<file path="src/rtl/aww_types_pkg.sv">
// aww_types_pkg: stall command and hazard FSM state types for the pipeline control
package aww_types_pkg;
  typedef enum logic [2:0] {
    NO_STALL    = 3'd0,
    IFID_STALL  = 3'd1,
    IDEX_STALL  = 3'd2,
    EXMEM_STALL = 3'd3,
    FULL_STALL  = 3'd4
  } pipe_stall_t;
  typedef enum logic [1:0] {RUN, DWAIT, IDROP, HALTED} hazard_state_t;
endpackage

</file>
<file path="src/rtl/hazard_perf_cnt.sv">
// hazard_perf_cnt: saturating event counter
module hazard_perf_cnt #(
  parameter int W = 32
)(
  input  logic         CLK,
  input  logic         RST,
  input  logic         inc,
  output logic [W-1:0] cnt
);
  always_ff @(posedge CLK)
    if (RST) cnt <= '0;
    else if (inc && cnt != '1) cnt <= cnt + W'(1);
endmodule

</file>
<file path="src/rtl/pipe_hazard_ctrl.sv">
// pipe_hazard_ctrl: pipeline stall/flush/pc_en control; PIPE_HAZARD_PERF_EN adds event counters
module pipe_hazard_ctrl import aww_types_pkg::*; #(
  parameter int REG_W  = 5,
  parameter int PERF_W = 32
)(
  input  logic              CLK,
  input  logic              RST,
  input  logic              ihit,
  input  logic              dhit,
  input  logic [REG_W-1:0]  ifid_rs,
  input  logic [REG_W-1:0]  ifid_rt,
  input  logic              idex_memREN,
  input  logic [REG_W-1:0]  idex_rd,
  input  logic              exmem_dREN,
  input  logic              exmem_dWEN,
  input  logic              exmem_branch_taken,
  input  logic              memwb_halt,
  output pipe_stall_t       pipe_stall,
  output logic              ifid_FLUSH,
  output logic              idex_FLUSH,
  output logic              exmem_FLUSH,
  output logic              memwb_FLUSH,
  output logic              pc_en,
  output logic              halt,
  output logic [PERF_W-1:0] perf_dwait,
  output logic [PERF_W-1:0] perf_loaduse,
  output logic [PERF_W-1:0] perf_imiss,
  output logic [PERF_W-1:0] perf_flush
);
  hazard_state_t state, nstate, rnext;
  pipe_stall_t rstall;
  logic lu, dm, dmx, brf, fl;
  assign lu = idex_memREN && idex_rd != '0 && (idex_rd == ifid_rs || idex_rd == ifid_rt);
  assign dm = (exmem_dREN | exmem_dWEN) & ~dhit;
  // a completing access in DWAIT is never itself pending
  assign dmx = dm & (state != DWAIT);
  assign rnext = memwb_halt ? HALTED : dmx ? DWAIT : (exmem_branch_taken & ~ihit) ? IDROP : RUN;
  assign rstall = (memwb_halt | dmx) ? FULL_STALL : exmem_branch_taken ? NO_STALL :
                  lu ? IDEX_STALL : ~ihit ? IFID_STALL : NO_STALL;
  assign brf = ~memwb_halt & ~dmx & exmem_branch_taken;
  always_comb begin
    pipe_stall = FULL_STALL;
    fl = 1'b0;
    nstate = state;
    if (state == RUN || (state == DWAIT && dhit)) begin
      pipe_stall = rstall;
      fl = brf;
      nstate = rnext;
    end else if (state == IDROP && !dm) begin
      pipe_stall = IFID_STALL;
      nstate = ihit ? RUN : IDROP;
    end
    if (RST) begin
      pipe_stall = FULL_STALL;
      fl = 1'b0;
    end
  end
  assign pc_en = pipe_stall == NO_STALL;
  assign ifid_FLUSH = fl;
  assign idex_FLUSH = fl;
  assign exmem_FLUSH = fl;
  assign memwb_FLUSH = 1'b0;
  always_ff @(posedge CLK) begin
    state <= RST ? RUN : nstate;
    halt <= RST ? 1'b0 : halt | (nstate == HALTED);
  end
`ifdef PIPE_HAZARD_PERF_EN
  logic dw_inc;
  assign dw_inc = ~RST & ((state == RUN & ~memwb_halt & dm) | (state == DWAIT & ~dhit) | (state == IDROP & dm));
  hazard_perf_cnt #(.W(PERF_W)) u_dw (.CLK(CLK), .RST(RST), .inc(dw_inc), .cnt(perf_dwait));
  hazard_perf_cnt #(.W(PERF_W)) u_lu (.CLK(CLK), .RST(RST), .inc(pipe_stall == IDEX_STALL), .cnt(perf_loaduse));
  hazard_perf_cnt #(.W(PERF_W)) u_im (.CLK(CLK), .RST(RST), .inc(pipe_stall == IFID_STALL), .cnt(perf_imiss));
  hazard_perf_cnt #(.W(PERF_W)) u_fl (.CLK(CLK), .RST(RST), .inc(fl), .cnt(perf_flush));
`else
  assign perf_dwait = '0;
  assign perf_loaduse = '0;
  assign perf_imiss = '0;
  assign perf_flush = '0;
`endif
endmodule

</file>
<file path="config.mk">
export PLATFORM = sky130hd
export DESIGN_NAME = pipe_hazard_ctrl
export DESIGN_NICKNAME = d
export VERILOG_FILES = /design/src/rtl/aww_types_pkg.sv /design/src/rtl/hazard_perf_cnt.sv /design/src/rtl/pipe_hazard_ctrl.sv
export SDC_FILE = /design/constraint.sdc
export NUM_CORES = 1
export LEC_CHECK = 0
export ABC_AREA = 1
export CORE_ASPECT_RATIO = 1.2
export CORE_MARGIN = 2
export CORE_UTILIZATION = 29
export CTS_BUF_LIST = sky130_fd_sc_hd__clkbuf_4
export CTS_CLUSTER_SIZE = 14
export DETAILED_ROUTE_END_ITERATION = 10
export MAX_ROUTING_LAYER = met4
export PLACE_DENSITY_LB_ADDON = 0.3
export RECOVER_POWER = 25
export REMOVE_ABC_BUFFERS = 1
export SLEW_MARGIN = 30
export SYNTH_ARGS = -nofsm -noshare
export SYNTH_HDL_FRONTEND = slang
export SYNTH_HIERARCHICAL = 1
export SYNTH_SLANG_ARGS = --single-unit
</file>
<file path="constraint.sdc">
create_clock -name CLK -period 1.62 [get_ports CLK]
set_clock_uncertainty 0.05 [all_clocks]
set_input_delay 0.243 -clock CLK [delete_from_list [all_inputs] [get_ports CLK]]
set_output_delay 0.243 -clock CLK [all_outputs]
set_load 0.01 [all_outputs]
</file>
# After elaboration in Yosys (flattened, before gate mapping)
# Cells that the tools add are included.
[totals]
elab_cells = 45
register_bits = 3
out_inout_bits = 137
inputBits = 24
[classes]
mux = 15
n_reduce_logical = 10
n_eq_ne = 6
bitwise = 12
[op_table]
columns = ["cell", "n"]
rows = [
  ["2-bit two-way mux", 8],
  ["3-bit two-way mux", 4],
  ["5-bit == test", 2],
  ["1-bit bitwise AND", 5],
  ["5-bit nonzero test", 1],
  ["2-bit == test, second input constant", 2],
  ["1-bit logical AND", 4],
  ["1-bit NOT", 4],
  ["3-bit zero test", 1],
  ["1-bit two-way mux", 3],
  ["1-bit OR", 3],
  ["2-bit by 1-bit == test with 1-bit output, second input constant", 1],
  ["2-bit zero test", 1],
  ["1-bit logical OR", 2],
  ["2-bit by 1-bit inequality test with 1-bit output, second input constant", 1],
  ["1-bit zero test", 1],
]

# Logic depth before layout (Yosys ltp)
# Gate-level depths: netlist (run 1).
[depth]
depth_word = 9
ltp_mapped = 10
depth_no_buf = 10

# Least setup slack after synthesis (run 1)
# No wires, ideal clock.
[synth_timing]
path_type = "reg2out"
startpoint = "register state[0]"
endpoint = "output idex_FLUSH"
path_stages_with_launch = 5
arrival_ns = 1.264
required_ns = 1.327
n_path_buf = 1
path_slack_ns = 0.063
path_cell_list = "dfxtp_1 > a21oi_4 > nand3_1 > nor3_1 > buf_4"
[synth_between]
elab_chain_cells = 7
elab_cells_between_ends = 11
classes_between = "eq/ne: 2; mux: 2; bitwise: 4; reduce/logical: 3"
[synth_rtl]
columns = ["element", "line_no", "rtl"]
rows = [
  ["start: declaration", "pipe_hazard_ctrl.sv:30", "hazard_state_t state, nstate, rnext;"],
  ["start signal: assignment", "pipe_hazard_ctrl.sv:64", "state <= RST ? RUN : nstate;"],
  ["2-bit by 1-bit inequality test with 1-bit output", "pipe_hazard_ctrl.sv:36", "assign dmx = dm & (state != DWAIT);"],
  ["1-bit bitwise AND", "pipe_hazard_ctrl.sv:36", ""],
  ["1-bit NOT", "pipe_hazard_ctrl.sv:40", "assign brf = ~memwb_halt & ~dmx & exmem_branch_taken;"],
  ["1-bit bitwise AND (2 in a row)", "pipe_hazard_ctrl.sv:40", ""],
  ["1-bit two-way mux (*)", "pipe_hazard_ctrl.sv:45", "if (state == RUN || (state == DWAIT && dhit)) begin"],
  ["1-bit two-way mux (*)", "pipe_hazard_ctrl.sv:53", "if (RST) begin"],
  ["end: declaration", "pipe_hazard_ctrl.sv:20", "output logic idex_FLUSH,"],
]
# Every way passes the cells marked *; elsewhere a longest branch is shown, timed or not.

# Worst setup path in the final report (run 1)
[layout_timing]
startpoint = "input memwb_halt"
endpoint = "output pipe_stall[0]"
[layout_between]
elab_chain_cells = 4
[layout_rtl]
columns = ["element", "line_no", "rtl"]
rows = [
  ["start: declaration", "pipe_hazard_ctrl.sv:17", "input logic memwb_halt,"],
  ["1-bit OR", "pipe_hazard_ctrl.sv:38", "assign rstall = (memwb_halt | dmx) ? FULL_STALL : exmem_branch_taken ? NO_STALL :"],
  ["3-bit two-way mux", "pipe_hazard_ctrl.sv:38", ""],
  ["3-bit two-way mux", "pipe_hazard_ctrl.sv:45", ""],
  ["3-bit two-way mux", "pipe_hazard_ctrl.sv:53", ""],
  ["end: declaration", "pipe_hazard_ctrl.sv:18", "output pipe_stall_t pipe_stall,"],
]
# Every way passes these cells.

==> results of run 1 <==
-- synth_stat cells (all sizes together) --
| cell | number | area, um2 |
|---|---|---|
| nor2 | 10 | 37.5 |
| nand2 | 37 | 141 |
| xnor2 | 2 | 17.5 |
| dfxtp | 3 | 60.1 |
| inv | 22 | 82.6 |
| o211ai | 1 | 7.51 |
| nand3 | 5 | 30.0 |
| a21oi | 4 | 35.0 |
| o21ai | 2 | 10.0 |
| nand4 | 1 | 6.26 |
| clkinv | 1 | 3.75 |
| nor3 | 2 | 15.0 |
| conb | 1 | 3.75 |
| buf | 131 | 983 |
| a31oi | 1 | 6.26 |
| or2 | 1 | 6.26 |
-- placed cells by master, fill, tap and decap left out, drive strengths merged --
| master | synthesis | layout |
|---|---|---|
| dfxtp | 3 | 3 |
| buf | 131 | 21 |
| dlygate4sd2 | 0 | 8 |
| clkdlybuf4s15 | 0 | 7 |
| o21ai | 2 | 2 |
| xnor2 | 2 | 2 |
| nand4 | 1 | 1 |
| inv | 22 | 22 |
| clkbuf | 0 | 6 |
| nand2 | 37 | 37 |
| or2 | 1 | 1 |
| nor2 | 10 | 10 |
| clkdlybuf4s50 | 0 | 6 |
| clkinv | 1 | 1 |
| nand3 | 5 | 5 |
| o211ai | 1 | 1 |
| a31oi | 1 | 1 |
| conb | 1 | 129 |
| nor3 | 2 | 2 |
| a21oi | 4 | 4 |
-- registers in the layout, summed over array words and instances (netlist names) --
name   count
state      2
halt       1
-- cells by family after synthesis --
group | count (synthesis)
AOI/OAI and AO/OA | 8
DFF | 3
xor gates and xnor gates | 2
other | 1
and+or+nand+nor | 56
buffers and inverters | 154
-- path summary, 6_finish.rpt --
kind	from	end	slack, ns	cells past startpoint
worst min register to register	halt	halt	0.42	2
worst max-delay path	memwb_halt	pipe_stall[0]	0.001	7
worst min-delay path	halt	halt	0.42	2
worst max register to register	state[0]	halt	0.32	6
-- critical path, stage by stage --
cell and delay (ns):
clkdlybuf4s50_1 0.41, inv_2 0.10, nand2_2 0.07, nor3_2 0.17
nand2_2 0.08, a21oi_2 0.11, buf_2 0.14
-- power by group --
part,leakage [nW],switching [mW],internal [mW],total (mW)
Sequential,0.0258,0.0110,0.0867,0.0977
Clock,0.0184,0.0406,0.109,0.150
Combinational,0.904,0.264,0.146,0.410
Total,0.949,0.316,0.342,0.658
-- area by class of cell --
cell class / count / share of cell area [%]
Clock buffer: 4 / 2.01
Inverter: 23 / 5.78
Multi-Input combinational cell: 195 / 57.5
Sequential cell: 3 / 4.36
Tap cell: 60 / 5.03
Timing Repair Buffer: 44 / 25.4
-- per-layer routing --
metal	routed length (um)	track usage, %	up-vias
li1	-	-	499
met4	0	1.80	0
met3	354	1.11	0
met5	0	-	-
met1	676	6.84	436
met2	1340	15.0	91
-- stage by stage --
stage | hold slack, ns | instances | utilization, % | setup TNS (ns)
finish | 0.421 | 329 | 30.7 | 0
CTS | 0.416 | 327 | 29.8 | -0.0536
floorplan | 0.265 | 221 | - | -0.0740
global placement | 0.410 | 321 | 28.7 | -4.59
detailed placement | 0.400 | 321 | 28.7 | -4.64
global route | 0.433 | 329 | 30.7 | -0.317
-- what timing repair did --
action | CTS | global route
pin swaps | 23 | 8
buffers inserted | 3 | 2
gates resized for setup | 76 | 15
endpoints found under the setup margin | 7 | 7
==> impl_metrics.env, run 1 <==
export IMPL_postSynthAreaPerCell_um2=6.46
export IMPL_start_util_pct=29.7
export IMPL_synth_compound_area_share_pct=4.07
export IMPL_routabilityCongestion=0.679
export IMPL_cts_root_buffer="clkbuf_4"
export IMPL_post_place_ws_ns=-0.758
export IMPL_fmax_mhz=618
export IMPL_grt_setup_unrepaired="true"
export IMPL_run_status="finished, final reports clean"
export IMPL_layout_nets=294
export IMPL_num_fill_cells=561
export IMPL_finalSetupViolCount=0
export IMPL_min_period_ns=1.62
export IMPL_io_buffers=31
export IMPL_num_antenna_cells=0
export IMPL_drt_pass1_iter_count=4
export IMPL_crit_type="input pin to primary output"
export IMPL_cts_htree_levels=1
export IMPL_die_y_um=81.4
export IMPL_place_hpwl_um=2100
export IMPL_final_area_um2=1490
export IMPL_cp_end_kind="primary output"
export IMPL_synthSimpleGateAreaFrac_pct=16.3
export IMPL_ioPinCount=161
export IMPL_die_w_um=68.5
export IMPL_grt_pass1_wl_um=3020
export IMPL_rows=28
export IMPL_ys_types=23
export IMPL_ys_ff_latch=3
export IMPL_area_growth_pct=3.29
export IMPL_layout_setup_ws_ns=0.00137
export IMPL_clk_path_buf_depth=2
export IMPL_cts_inserted_buffers=3
export IMPL_seq_area_frac_synth_pct=4.15
export IMPL_worstPathRequired_ns=1.33
export IMPL_grt_usage_pct=7.36
export IMPL_arrival_ns=1.33
export IMPL_synth_top_family_by_area="buffers and inverters"
export IMPL_first_iter_violations=19
export IMPL_grt_max_degree=5
export IMPL_wl_um=2370
export IMPL_grt_pass1_vias=704
export IMPL_design_die_area_um2=5570
export IMPL_via_count=1026
export IMPL_crit_path_start_kind="input pin"
export IMPL_drc=0
export IMPL_synth_cells=224
export IMPL_cts_sinks=3
export IMPL_min_period_over_period_pct=99.9
export IMPL_synth_adder_area_share_pct=0
export IMPL_cts_tree="yes"
export IMPL_syn_area_um2=1450
export IMPL_power_leakage_nw=0.949
export IMPL_drive_gt1_share_pct=21.9
export IMPL_post_drt_wl_per_cell_um=7.21
export IMPL_viasPerCell=3.12
export IMPL_path_max_fanout=3
export IMPL_clock_latency_ns=0.23
export IMPL_multi_input_area_um2=858
export IMPL_place_area_um2=1400
export IMPL_synth_xor_area_share_pct=1.21
export IMPL_ys_warn_count=6
export IMPL_core_area_um2=4870
export IMPL_seq_area_um2=65.1
export IMPL_hold_path_class="flip-flop to flip-flop"
export IMPL_synthMuxAreaShare_pct=0
export IMPL_cap_violations=0
export IMPL_hold_violations=0
export IMPL_grt_overflow=0
export IMPL_peakVddDrop_v=0.000446
export IMPL_pwr_density_cell_nw_per_um2=440
export IMPL_ant_nets=0
export IMPL_slew_viol_final=0
export IMPL_antenna_found_initial=0
export IMPL_clkTransAtPathRegs_ns=0.04
export IMPL_finalPower_mw=0.658
export IMPL_cts_hold_buffers=0
No activity file was read; power rests on OpenSTA's default activity.
==> run 2, diff against run 1 <==
--- a/config.mk
+++ b/config.mk
@@ -16,7 +16,6 @@
 export PLACE_DENSITY_LB_ADDON = 0.3
 export RECOVER_POWER = 25
 export REMOVE_ABC_BUFFERS = 1
-export SLEW_MARGIN = 30
 export SYNTH_ARGS = -nofsm -noshare
 export SYNTH_HDL_FRONTEND = slang
 export SYNTH_HIERARCHICAL = 1
==> results of run 2 <==
No change in the layout: final DEF, timing and power equal those of run 1.
==> run 3, diff against run 2 <==
--- a/config.mk
+++ b/config.mk
@@ -7,11 +7,12 @@
 export LEC_CHECK = 0
 export ABC_AREA = 1
 export CORE_ASPECT_RATIO = 1.2
-export CORE_MARGIN = 2
+export CORE_MARGIN = 4
 export CORE_UTILIZATION = 29
 export CTS_BUF_LIST = sky130_fd_sc_hd__clkbuf_4
 export CTS_CLUSTER_SIZE = 14
 export DETAILED_ROUTE_END_ITERATION = 10
+export HOLD_SLACK_MARGIN = 0.03
 export MAX_ROUTING_LAYER = met4
 export PLACE_DENSITY_LB_ADDON = 0.3
 export RECOVER_POWER = 25
==> impl_metrics.env, run 3 (synthesis gave the netlist of run 1 again) <==
export IMPL_power_leakage_nw=0.947
export IMPL_path_max_fanout=2
export IMPL_place_area_um2=1400
export IMPL_cts_sinks=3
export IMPL_pwr_density_cell_nw_per_um2=436
export IMPL_cts_inserted_buffers=3
export IMPL_drc=0
export IMPL_place_hpwl_um=2310
export IMPL_grt_overflow=0
export IMPL_violations="negative setup slack"
export IMPL_cts_htree_levels=1
export IMPL_die_w_um=72.5
export IMPL_grt_pass1_wl_um=2970
export IMPL_grt_setup_unrepaired="true"
export IMPL_post_place_ws_ns=-0.742
export IMPL_slew_viol_final=0
export IMPL_crit_path_start_kind="input pin"
export IMPL_layout_setup_ws_ns=-0.0260
export IMPL_io_buffers=31
export IMPL_clkTransAtPathRegs_ns=0.04
export IMPL_antenna_found_initial=0
export IMPL_stdcell_count=326
export IMPL_grt_max_degree=5
export IMPL_drive_gt1_share_pct=20.1
export IMPL_cp_end_kind="primary output"
export IMPL_fmax_mhz=608
export IMPL_cts_tree="yes"
export IMPL_layout_nets=293
export IMPL_final_common_cell="conb_1"
export IMPL_reg_top3="state (2), halt (1)"
export IMPL_top_register="state"
export IMPL_run_status="finished with violations"
export IMPL_rows=27
export IMPL_grt_usage_pct=6.12
export IMPL_min_period_over_period_pct=102
export IMPL_routabilityCongestion=0.767
export IMPL_post_drt_wl_per_cell_um=7.60
export IMPL_cap_violations=0
export IMPL_ant_nets=0
export IMPL_viasPerCell=3.02
export IMPL_clock_latency_ns=0.23
export IMPL_wl_um=2480
export IMPL_reg2reg_slack_ns=0.34
export IMPL_worstPathRequired_ns=1.33
export IMPL_min_period_ns=1.65
export IMPL_first_iter_violations=9
export IMPL_final_area_um2=1450
export IMPL_die_y_um=85.4
export IMPL_largest_reg_flops=2
export IMPL_drt_pass1_iter_count=4
export IMPL_finalPower_mw=0.634
export IMPL_arrival_ns=1.35
export IMPL_grt_pass1_vias=705
export IMPL_final_cell_mix="conb_1, nand2_1, inv_1, dlygate4sd2_1, buf_4"
export IMPL_hold_path_class="flip-flop to flip-flop"
export IMPL_area_growth_pct=0.432
export IMPL_fin_tns_setup_ns=-0.0300
export IMPL_ioPinCount=161
export IMPL_design_die_area_um2=6190
export IMPL_via_count=983
export IMPL_num_antenna_cells=0
export IMPL_clk_path_buf_depth=2
export IMPL_cts_root_buffer="clkbuf_4"
export IMPL_crit_type="input pin to primary output"
export IMPL_finalSetupViolCount=2
export IMPL_hold_violations=0
export IMPL_start_util_pct=30.8
export IMPL_peakVddDrop_v=0.000335
export IMPL_place_inst=320
export IMPL_core_area_um2=4700
-- run 3: changes by cell type in the layout (fill, tap and decap cells not counted), sizes merged --
| cell | previous run | this run |
|---|---|---|
| buf | 21 | 19 |
| inv | 22 | 23 |
| clkdlybuf4s50 | 6 | 5 |
| clkinv | 1 | 0 |
| clkdlybuf4s15 | 7 | 4 |
| dlygate4sd3 | 0 | 1 |
| dlygate4sd2 | 8 | 12 |
-- run 3: worst paths after layout --
kind / endpoint / from / cells past startpoint
max: pipe_stall[0] / ihit / 5
min: halt / halt / 2
max reg2reg: halt / state[0] / 6
min reg2reg: halt / halt / 2
-- run 3: repair_timing --
item | CTS | global route
gates resized for setup | 60 | 18
setup buffers | 1 | 1
endpoints found under the hold margin | 0 | 0
setup endpoints to repair | 7 | 7
hold buffers | 0 | 0
pin swaps | 22 | 10
-- run 3: cell type report --
| cell class | instances | area (um2) |
|---|---|---|
| well taps | 58 | 72.6 |
| multi-input cells | 195 | 832 |
| clock buffers | 4 | 30.0 |
| fillers | 550 | 3240 |
| repair buffers | 43 | 367 |
| inverters | 23 | 86.3 |
| flip-flops and latches | 3 | 65.1 |
-- run 3: where the power goes --
part,switching (mW),leakage (nW),internal [mW]
sequential,0.00999,0.0258,0.0866
clock,0.0378,0.0184,0.109
combinational,0.256,0.903,0.134
total,0.304,0.947,0.330
-- run 3: critical path, cell delays in order --
cell	delay (ns)
dlygate4sd3_1	0.57
nor3_2	0.18
nand2_1	0.08
a21oi_1	0.13
buf_2	0.15
-- run 3: stage by stage --
stage	util, %	hold slack [ns]
5_1_grt	30.9	0.426
3_5_place_dp	29.8	0.402
2_1_floorplan	-	0.265
6_report	30.9	0.409
4_1_cts	30.0	0.414
3_3_place_gp	29.8	0.419
-- run 3: layer usage --
metal	track usage, %	vias up	wire length (um)
met2	10.9	85	1330
met3	1.66	0	412
met5	-	-	0
met4	1.51	0	0
li1	-	497	-
met1	6.69	401	737
